===== src/rtl/sprite_rom_arbiter_if.sv =====
// Bundle between the two fighter draw units, the shared sprite colour mapper and the arbiter.
// The slave modport is the arbiter's view; the master modport is the requester/mapper side.
interface sprite_rom_arbiter_if #(
  parameter int ADDR_W = 19
);
  logic              req0;
  logic [ADDR_W-1:0] addr0;
  logic              gnt0;
  logic              req1;
  logic [ADDR_W-1:0] addr1;
  logic              gnt1;
  logic [ADDR_W-1:0] rom_addr;
  logic [7:0]        map_red;
  logic [7:0]        map_green;
  logic [7:0]        map_blue;
  logic              map_zero;
  logic              rd_valid0;
  logic              rd_valid1;
  logic [7:0]        rd_red;
  logic [7:0]        rd_green;
  logic [7:0]        rd_blue;
  logic              rd_zero;
  logic              busy;

  modport slave (
    input  req0, addr0, req1, addr1,
    input  map_red, map_green, map_blue, map_zero,
    output gnt0, gnt1, rom_addr,
    output rd_valid0, rd_valid1, rd_red, rd_green, rd_blue, rd_zero, busy
  );

  modport master (
    output req0, addr0, req1, addr1,
    output map_red, map_green, map_blue, map_zero,
    input  gnt0, gnt1, rom_addr,
    input  rd_valid0, rd_valid1, rd_red, rd_green, rd_blue, rd_zero, busy
  );
endinterface


===== src/rtl/sprite_rom_arbiter.sv =====
// Round-robin sharing of one sprite colour-mapper read port between two draw units,
// with a tag pipe that routes each mapper result back to the requester that issued it.
module sprite_rom_arbiter #(
  parameter int ADDR_W  = 19,
  parameter int LATENCY = 2
) (
  input  logic                 Clk,
  input  logic                 Reset_n,
  sprite_rom_arbiter_if.slave  bus
);
  // rom_addr is itself a register, so the mapper output is valid LATENCY clocks after
  // the accept edge and is captured one edge later: the tag pipe needs LATENCY+1 stages.
  localparam int DEPTH = LATENCY + 1;

  logic              gnt0;
  logic              gnt1;
  logic              last_gnt_q,  last_gnt_d;
  logic [ADDR_W-1:0] rom_addr_q,  rom_addr_d;
  logic [DEPTH-1:0]  tag_vld_q,   tag_vld_d;
  logic [DEPTH-1:0]  tag_own_q,   tag_own_d;
  logic              rd_valid0_q, rd_valid0_d;
  logic              rd_valid1_q, rd_valid1_d;
  logic [7:0]        rd_red_q,    rd_red_d;
  logic [7:0]        rd_green_q,  rd_green_d;
  logic [7:0]        rd_blue_q,   rd_blue_d;
  logic              rd_zero_q,   rd_zero_d;

  // On a tie the requester that did not win last time gets the port.
  always_comb begin
    gnt0 = Reset_n & bus.req0 & (~bus.req1 | last_gnt_q);
    gnt1 = Reset_n & bus.req1 & (~bus.req0 | ~last_gnt_q);
  end

  always_comb begin
    last_gnt_d  = last_gnt_q;
    rom_addr_d  = rom_addr_q;
    rd_red_d    = rd_red_q;
    rd_green_d  = rd_green_q;
    rd_blue_d   = rd_blue_q;
    rd_zero_d   = rd_zero_q;
    rd_valid0_d = 1'b0;
    rd_valid1_d = 1'b0;

    if (gnt0) begin
      rom_addr_d = bus.addr0;
      last_gnt_d = 1'b0;
    end else if (gnt1) begin
      rom_addr_d = bus.addr1;
      last_gnt_d = 1'b1;
    end

    tag_vld_d = {tag_vld_q[DEPTH-2:0], gnt0 | gnt1};
    tag_own_d = {tag_own_q[DEPTH-2:0], gnt1};

    if (tag_vld_q[DEPTH-1]) begin
      rd_red_d    = bus.map_red;
      rd_green_d  = bus.map_green;
      rd_blue_d   = bus.map_blue;
      rd_zero_d   = bus.map_zero;
      rd_valid0_d = ~tag_own_q[DEPTH-1];
      rd_valid1_d = tag_own_q[DEPTH-1];
    end
  end

  always_ff @(posedge Clk) begin
    if (!Reset_n) begin
      last_gnt_q  <= 1'b1;
      rom_addr_q  <= '0;
      tag_vld_q   <= '0;
      tag_own_q   <= '0;
      rd_valid0_q <= 1'b0;
      rd_valid1_q <= 1'b0;
      rd_red_q    <= '0;
      rd_green_q  <= '0;
      rd_blue_q   <= '0;
      rd_zero_q   <= 1'b0;
    end else begin
      last_gnt_q  <= last_gnt_d;
      rom_addr_q  <= rom_addr_d;
      tag_vld_q   <= tag_vld_d;
      tag_own_q   <= tag_own_d;
      rd_valid0_q <= rd_valid0_d;
      rd_valid1_q <= rd_valid1_d;
      rd_red_q    <= rd_red_d;
      rd_green_q  <= rd_green_d;
      rd_blue_q   <= rd_blue_d;
      rd_zero_q   <= rd_zero_d;
    end
  end

  assign bus.gnt0      = gnt0;
  assign bus.gnt1      = gnt1;
  assign bus.rom_addr  = rom_addr_q;
  assign bus.rd_valid0 = rd_valid0_q;
  assign bus.rd_valid1 = rd_valid1_q;
  assign bus.rd_red    = rd_red_q;
  assign bus.rd_green  = rd_green_q;
  assign bus.rd_blue   = rd_blue_q;
  assign bus.rd_zero   = rd_zero_q;
  assign bus.busy      = |tag_vld_q;
endmodule

===== src/flat_wrapper.sv =====
// flat-port wrapper written by rule: the top's interface ports become plain ports
module sprite_rom_arbiter_flat 
#(
  parameter int ADDR_W  = 19,
  parameter int LATENCY = 2
)
  (Clk, Reset_n, bus_req0, bus_addr0, bus_req1, bus_addr1, bus_map_red, bus_map_green, bus_map_blue, bus_map_zero, bus_gnt0, bus_gnt1, bus_rom_addr, bus_rd_valid0, bus_rd_valid1, bus_rd_red, bus_rd_green, bus_rd_blue, bus_rd_zero, bus_busy);
  sprite_rom_arbiter_if #(.ADDR_W(ADDR_W)) bus_i ();
  input  logic Clk;
  input  logic Reset_n;
  input wire logic [$bits(bus_i.req0)-1:0] bus_req0;
  input wire logic [$bits(bus_i.addr0)-1:0] bus_addr0;
  input wire logic [$bits(bus_i.req1)-1:0] bus_req1;
  input wire logic [$bits(bus_i.addr1)-1:0] bus_addr1;
  input wire logic [$bits(bus_i.map_red)-1:0] bus_map_red;
  input wire logic [$bits(bus_i.map_green)-1:0] bus_map_green;
  input wire logic [$bits(bus_i.map_blue)-1:0] bus_map_blue;
  input wire logic [$bits(bus_i.map_zero)-1:0] bus_map_zero;
  output wire logic [$bits(bus_i.gnt0)-1:0] bus_gnt0;
  output wire logic [$bits(bus_i.gnt1)-1:0] bus_gnt1;
  output wire logic [$bits(bus_i.rom_addr)-1:0] bus_rom_addr;
  output wire logic [$bits(bus_i.rd_valid0)-1:0] bus_rd_valid0;
  output wire logic [$bits(bus_i.rd_valid1)-1:0] bus_rd_valid1;
  output wire logic [$bits(bus_i.rd_red)-1:0] bus_rd_red;
  output wire logic [$bits(bus_i.rd_green)-1:0] bus_rd_green;
  output wire logic [$bits(bus_i.rd_blue)-1:0] bus_rd_blue;
  output wire logic [$bits(bus_i.rd_zero)-1:0] bus_rd_zero;
  output wire logic [$bits(bus_i.busy)-1:0] bus_busy;
  assign bus_i.req0 = bus_req0;
  assign bus_i.addr0 = bus_addr0;
  assign bus_i.req1 = bus_req1;
  assign bus_i.addr1 = bus_addr1;
  assign bus_i.map_red = bus_map_red;
  assign bus_i.map_green = bus_map_green;
  assign bus_i.map_blue = bus_map_blue;
  assign bus_i.map_zero = bus_map_zero;
  assign bus_gnt0 = bus_i.gnt0;
  assign bus_gnt1 = bus_i.gnt1;
  assign bus_rom_addr = bus_i.rom_addr;
  assign bus_rd_valid0 = bus_i.rd_valid0;
  assign bus_rd_valid1 = bus_i.rd_valid1;
  assign bus_rd_red = bus_i.rd_red;
  assign bus_rd_green = bus_i.rd_green;
  assign bus_rd_blue = bus_i.rd_blue;
  assign bus_rd_zero = bus_i.rd_zero;
  assign bus_busy = bus_i.busy;
  sprite_rom_arbiter #(.ADDR_W(ADDR_W), .LATENCY(LATENCY)) u_core (.Clk(Clk), .Reset_n(Reset_n), .bus(bus_i));
endmodule

===== config.mk =====
export PLATFORM = sky130hd
export DESIGN_NAME = sprite_rom_arbiter_flat
export DESIGN_NICKNAME = d
export VERILOG_FILES = /design/src/rtl/sprite_rom_arbiter_if.sv /design/src/rtl/sprite_rom_arbiter.sv /design/src/flat_wrapper.sv
export SDC_FILE = /design/constraint.sdc
export NUM_CORES = 1
export LEC_CHECK = 0
export BUFFER_PORTS_ARGS = -buffer_cell sky130_fd_sc_hd__buf_2
export CAP_MARGIN = 20
export CORE_MARGIN = 4
export CORE_UTILIZATION = 43
export DETAILED_ROUTE_END_ITERATION = 8
export GPL_ROUTABILITY_DRIVEN = 1
export GPL_TIMING_DRIVEN = 0
export HOLD_SLACK_MARGIN = 0.08
export PLACE_DENSITY_LB_ADDON = 0.1
export REMOVE_ABC_BUFFERS = 1
export SYNTH_ARGS = -nofsm -noshare
export SYNTH_HDL_FRONTEND = slang
export SYNTH_SLANG_ARGS = --single-unit
export TNS_END_PERCENT = 30

===== constraint.sdc =====
create_clock -name Clk -period 4 [get_ports Clk]
set_clock_uncertainty 0.15 [all_clocks]
set_input_delay 0.8 -clock Clk [delete_from_list [all_inputs] [get_ports Clk]]
set_output_delay 0.8 -clock Clk [all_outputs]
set_load 0.01 [all_outputs]

==> impl_metrics.py, run 1 <==
metrics = {
    "placement": {
        "place_area_sq_um": 2733,
        "gp_congestion": 0.6984,
        "portBuffers": 115,
        "dp_hpwl_microns": 3502,
    },
    "route": {
        "drc": 0,
        "drt_wl_total_microns": 5222,
        "wl_per_cell_microns": 13.39,
        "drtIter0Drc": 63,
        "vias": 1993,
        "vias_per_cell": 5.110,
        "firstDrtPassIters": 4,
        "detail-route-antenna-nets": 0,
    },
    "synth": {
        "syn_avg_cell_area_sq_um": 9.867,
        "netlist_area_sq_um": 2161,
        "yosys_warnings": 0,
        "synth.yosys.seq_area_share_pct": 49.10,
        "ys_ff_latch": 53,
        "ys_types": 18,
        "netlist_instances": 219,
    },
    "critical_path": {
        "crit_top_cell": "buf_2",
        "setup.worst_path.class": "input port to primary output",
        "worstPathRequired_ns": 3.05,
        "path_delay_family": "buffers and inverters",
        "slowest_stage": "o211a_1",
        "cp-end-kind": "primary output",
        "cp_slowest_stage_delay_ns": 0.63,
        "worstPathCellList": "buf_2 -> buf_16 -> o211a_1 -> buf_2",
        "cp.arrival_ns": 2.39,
        "cp_max_fo": 39,
        "crit_buf_inv": 3,
        "critPathLaunchType": "input port",
    },
    "sta": {
        "slew_viol_final": 0,
        "period_minus_slack_ns": 3.345,
        "fin_crit_sh_pct": 83.62,
        "hold_viol": 0,
        "max_freq_mhz": 299.0,
        "setup_viol": 0,
        "finalSetupTns_ns": 0,
        "worst_slew_pin_slew_ns": 0.8125,
        "relSlewSlack_pct": 45.76,
        "rsz0062_at_grt": "false",
    },
    "clocking": {
        "clock_latency_ns": 0.30,
        "cts_buffers": 5,
        "ctsHtreeMaxLevel": 2,
        "cts_sinks": 53,
        "cts_tree": "yes",
        "cts-hold-fix-buffers": 0,
        "post-cts-setup-buffers": 0,
        "root_buffer": "clkbuf_8",
        "cts.repair.resized": 0,
        "clkTransAtPathRegs_ns": 0.09,
        "clock_path_buffers": 2,
    },
    "floorplanning": {
        "die-area_sq_um": 6224,
        "die_w_microns": 78.89,
        "num_rows": 25,
        "core_sq_um": 4786,
        "die_h_microns": 78.89,
        "boundaryPins": 116,
        "start_util_pct": 45.15,
    },
    "finish": {
        "final_nets": 389,
        "antenna_cells": 0,
        "drive_gt1_share_pct": 39.63,
        "final_cell_area_sq_um": 2875,
        "area_growth_pct": 33.06,
        "multi_input_area_sq_um": 984.7,
        "regArea_sq_um": 1062,
        "nFillCells": 442,
    },
    "hold_path": {
        "worstHoldPathType": "flop to flop",
    },
    "global_routing": {
        "antenna_found_initial": 0,
        "grtUsageTotal_pct": 16.28,
        "grt_first_pass_wirelength_microns": 8190,
        "grt_pass1_vias": 1788,
        "grt_overflow_total": 0,
        "grt_max_degree": 76,
    },
    "power": {
        "powerDensity_nw_per_um2": 379.1,
        "p_leak_nw": 1.280,
        "vdd_drop_max_mv": 0.1872,
    },
    "outcome": {
        "status": "complete, no violations",
    },
    "job": {
        "drv_cap": 0,
    },
}
## synthesized netlist by cell type (all sizes together)
cell / number / area (sq um)
dfxtp: 53 / 1061
nand2: 41 / 153.9
nor2b: 26 / 162.7
mux2i: 25 / 250.2
o2111ai: 19 / 166.4
o311ai: 19 / 166.4
clkbuf: 13 / 48.80
buf: 9 / 62.55
and2: 4 / 25.02
and3: 3 / 18.77
nor2: 2 / 7.510
inv: 1 / 3.750
nor3b: 1 / 12.51
o211a: 1 / 10.01
o21ai: 1 / 5.000
or3: 1 / 6.260
## stage by stage
step                      util, %  total power [mW]  cells  setup slack, ns  hold slack [ns]
after floorplan                 -            0.6530    197            1.445           0.2333
after global placement      56.60            0.7371    379           0.4133           0.2443
after detailed placement    57.10            0.7400    381           0.4436           0.2456
after CTS                   59.50             1.103    389           0.4401           0.2602
after global routing        60.08             1.148    390           0.5164           0.2739
final                       60.08             1.090    390           0.6554           0.2590
## layout by cell type (no fill, tap or decap), drive strengths merged
| cell | n |
|---|---|
| nor2b | 26 |
| clkinv | 1 |
| o211a | 1 |
| mux2i | 25 |
| or3 | 1 |
| and3 | 3 |
| nor2 | 2 |
| inv | 1 |
| nor3b | 1 |
| buf | 118 |
| bufinv | 1 |
| o311ai | 19 |
| o21ai | 1 |
| dfxtp | 53 |
| clkinvlp | 1 |
| nand2 | 41 |
| clkbuf | 5 |
| o2111ai | 19 |
| and2 | 4 |
## report_power, final
part | switching, mW | internal [mW]
registers | 0.0216 | 0.557
clock network | 0.173 | 0.187
logic | 0.0757 | 0.0759
total | 0.270 | 0.820
## layout make-up
type / count / share of cell area [%]
clock buffer: 5 / 2.393
clock inverter: 3 / 1.610
inverter: 1 / 0.1305
multi-input combinational: 143 / 34.25
sequential: 53 / 36.95
tap: 67 / 2.916
timing repair buffer: 118 / 21.76
## per-layer routing
layer	wire length, microns	share of wire (%)	global-route usage [%]
met1	2248	43	19.53
met2	2309	44	25.81
met3	599	11	6.916
met4	64	1.2	6.357
met5	0	0	0
## state kept, by name (all words and copies together) (netlist names)
register and count:
u_core.bus.rom_addr 19, u_core.bus.rd_blue 8, u_core.bus.rd_green 8, u_core.bus.rd_red 8
u_core.tag_own_q 3, u_core.tag_vld_q 3, u_core.bus.rd_valid0 1, u_core.bus.rd_valid1 1
u_core.bus.rd_zero 1, u_core.last_gnt_q 1
## cell families (layout without fill, tap and decap cells)
kind of cell	after synthesis	in the layout	share of synthesized area (%)
buffers and inverters	23	127	5.327
AOI/OAI and AO/OA	40	40	16.10
and+or+nand+nor	78	78	17.89
muxes	25	25	11.58
DFF	53	53	49.10
## worst paths after layout
check | from | end | slack (ns) | cells after the start
min | u_core.tag_own_q[2] | u_core.bus.rd_valid0 | 0.26 | 1
max | Reset_n | bus_gnt0 | 0.66 | 4
min reg2reg | u_core.tag_own_q[2] | u_core.bus.rd_valid0 | 0.26 | 1
max reg2reg | u_core.last_gnt_q | u_core.bus.rom_addr[10] | 1.91 | 2
No activity file was read; power rests on OpenSTA's default activity.
==> run 2, diff against run 1 <==
- CORE_UTILIZATION: 43 -> 40
- clock period: 4 -> 3 ns (I/O delays scaled with it)
==> impl_metrics.py, run 2 (synthesis gave the netlist of run 1 again) <==
metrics = {
    "power": {
        "comb_power_share_pct": 14.4,
        "p_leak_nw": 1.259,
        "finalPower_mw": 1.368,
        "powerDensity_nw_per_um2": 482.8,
        "power_frac_clock_pct": 29.1,
        "switching_share_pct": 26.38,
        "vdd_drop_max_mv": 0.2491,
        "seqPwrFrac_pct": 56.4,
        "power.switching_uw": 360.7,
        "intPower_mw": 1.007,
    },
    "clocking": {
        "cts_buffers": 5,
        "cts-hold-fix-buffers": 0,
        "post-cts-setup-buffers": 0,
        "root_buffer": "clkbuf_8",
        "clock_latency_ns": 0.30,
        "cts_sinks": 53,
        "clock_path_buffers": 2,
        "clkTransAtPathRegs_ns": 0.09,
        "cts_tree": "yes",
        "ctsHtreeMaxLevel": 2,
    },
    "global_routing": {
        "grt_pass1_vias": 1824,
        "grt_max_degree": 76,
        "antenna_found_initial": 0,
        "grt_overflow_total": 0,
        "grt_first_pass_wirelength_microns": 8121,
        "grtUsageTotal_pct": 15.46,
    },
    "sta": {
        "period_minus_slack_ns": 2.898,
        "rsz0062_at_grt": "false",
        "max_freq_mhz": 345.1,
        "fin_crit_sh_pct": 96.58,
        "hold_ws_ns": 0.2744,
        "slew_viol_final": 0,
        "fin_ws_ns": 0.1025,
        "hold_viol": 0,
        "finalSetupTns_ns": 0,
        "worst_slew_pin_slew_ns": 0.7914,
        "relSlewSlack_pct": 47.24,
        "setup_viol": 0,
    },
    "critical_path": {
        "worstRegToRegCells": 2,
        "cp_max_fo": 20,
        "cp.arrival_ns": 2.15,
        "r2r_slack_ns": 0.97,
        "r2r-start": "u_core.last_gnt_q",
        "cp-end-kind": "primary output",
        "worstPathRequired_ns": 2.25,
        "rr_endpoint": "u_core.bus.rom_addr[3]",
        "critPathLaunchType": "input port",
        "setup.worst_path.class": "input port to primary output",
    },
    "floorplanning": {
        "start_util_pct": 41.78,
        "die-area_sq_um": 6642,
        "num_rows": 26,
        "die_w_microns": 81.50,
        "die_h_microns": 81.50,
        "boundaryPins": 116,
        "core_sq_um": 5172,
    },
    "finish": {
        "drive_gt1_share_pct": 39.44,
        "largest_reg_flops": 19,
        "antenna_cells": 0,
        "final_nets": 388,
        "fin_cells": 392,
        "final_cell_mix": "114 x buf_2, 52 x dfxtp_1, 41 x nand2_1, 26 x nor2b_1, 25 x mux2i_1",
        "final_common_cell": "buf_2",
        "area_growth_pct": 31.09,
    },
    "placement": {
        "portBuffers": 115,
        "dp_hpwl_microns": 3589,
        "gp_congestion": 0.7195,
        "numPlacedInstances": 384,
        "post-place-ws_ns": -0.1834,
    },
    "route": {
        "vias_per_cell": 4.931,
        "firstDrtPassIters": 5,
        "drt_wl_total_microns": 5318,
        "drc": 0,
        "detail-route-antenna-nets": 0,
        "vias": 1933,
        "wl_per_cell_microns": 13.57,
        "drtIter0Drc": 47,
    },
    "hold_path": {
        "hp-start": "u_core.tag_own_q[2]",
        "whs_endpoint": "u_core.bus.rd_valid0",
        "worstHoldPathType": "flop to flop",
        "min_delay_path_depth": 1,
    },
    "outcome": {
        "status": "complete, no violations",
    },
    "job": {
        "drv_cap": 0,
    },
}
-- run 2: cell types whose count changed in the layout (fill, tap and decap cells not counted), sizes merged --
cell / change
buf: -1
bufinv: -1
inv: +1
-- run 2: how the worst max path moves through the flow --
| stage | cells after the start | start | slack, ns | endpoint |
|---|---|---|---|---|
| after floorplan | 2 | bus_req1 | 0.85 | bus_gnt0 |
| after global placement | 3 | Reset_n | -0.21 | bus_gnt0 |
| after detailed placement | 3 | Reset_n | -0.18 | bus_gnt0 |
| after CTS | 4 | bus_req1 | 0.12 | bus_gnt0 |
| after global routing | 2 | u_core.last_gnt_q | 0.04 | bus_gnt0 |
| final | 4 | bus_req1 | 0.10 | bus_gnt0 |
-- run 2: worst max-delay path: stages --
cell and delay, ns:
buf_2 0.13, inv_1 0.49, o211a_1 0.67, buf_2 0.25
-- run 2: repair_timing --
item	in CTS	in global routing
endpoints found under the setup margin	1	0
gates resized for setup	1	0
hold endpoints to repair	0	0
-- run 2: power groups by stage --
stage                     sequential (mW)  clock [mW]  combinational, mW
after detailed placement            0.788           0              0.200
after floorplan                     0.801           0             0.0696
final                               0.772       0.399              0.198
after CTS                           0.772       0.426              0.200
after global placement              0.788           0              0.196
after global routing                0.777       0.457              0.219
-- run 2: cell type report --
cell class                 instances  area, sq um
tap                               70        87.58
fill                             503         2340
clock buffer                       5        68.82
multi-input combinational        143        984.7
clock inverter                     3        21.27
inverter                           1        3.754
sequential                        53         1062
timing repair buffer             117        604.3
-- run 2: stage by stage --
stage                     utilization [%]  area (sq um)
final                               54.77          2833
after global routing                54.77          2833
after CTS                           54.77          2833
after detailed placement            52.98          2740
after global placement              52.44          2713
after floorplan                         -          2049
-- run 2: layer usage --
metal	up-vias	track usage (%)	share of wire, %
li1	997	-	-
met1	853	18.59	43
met2	77	25.57	45
met3	6	6.579	11
met4	0	3.547	0.70
met5	-	0	0
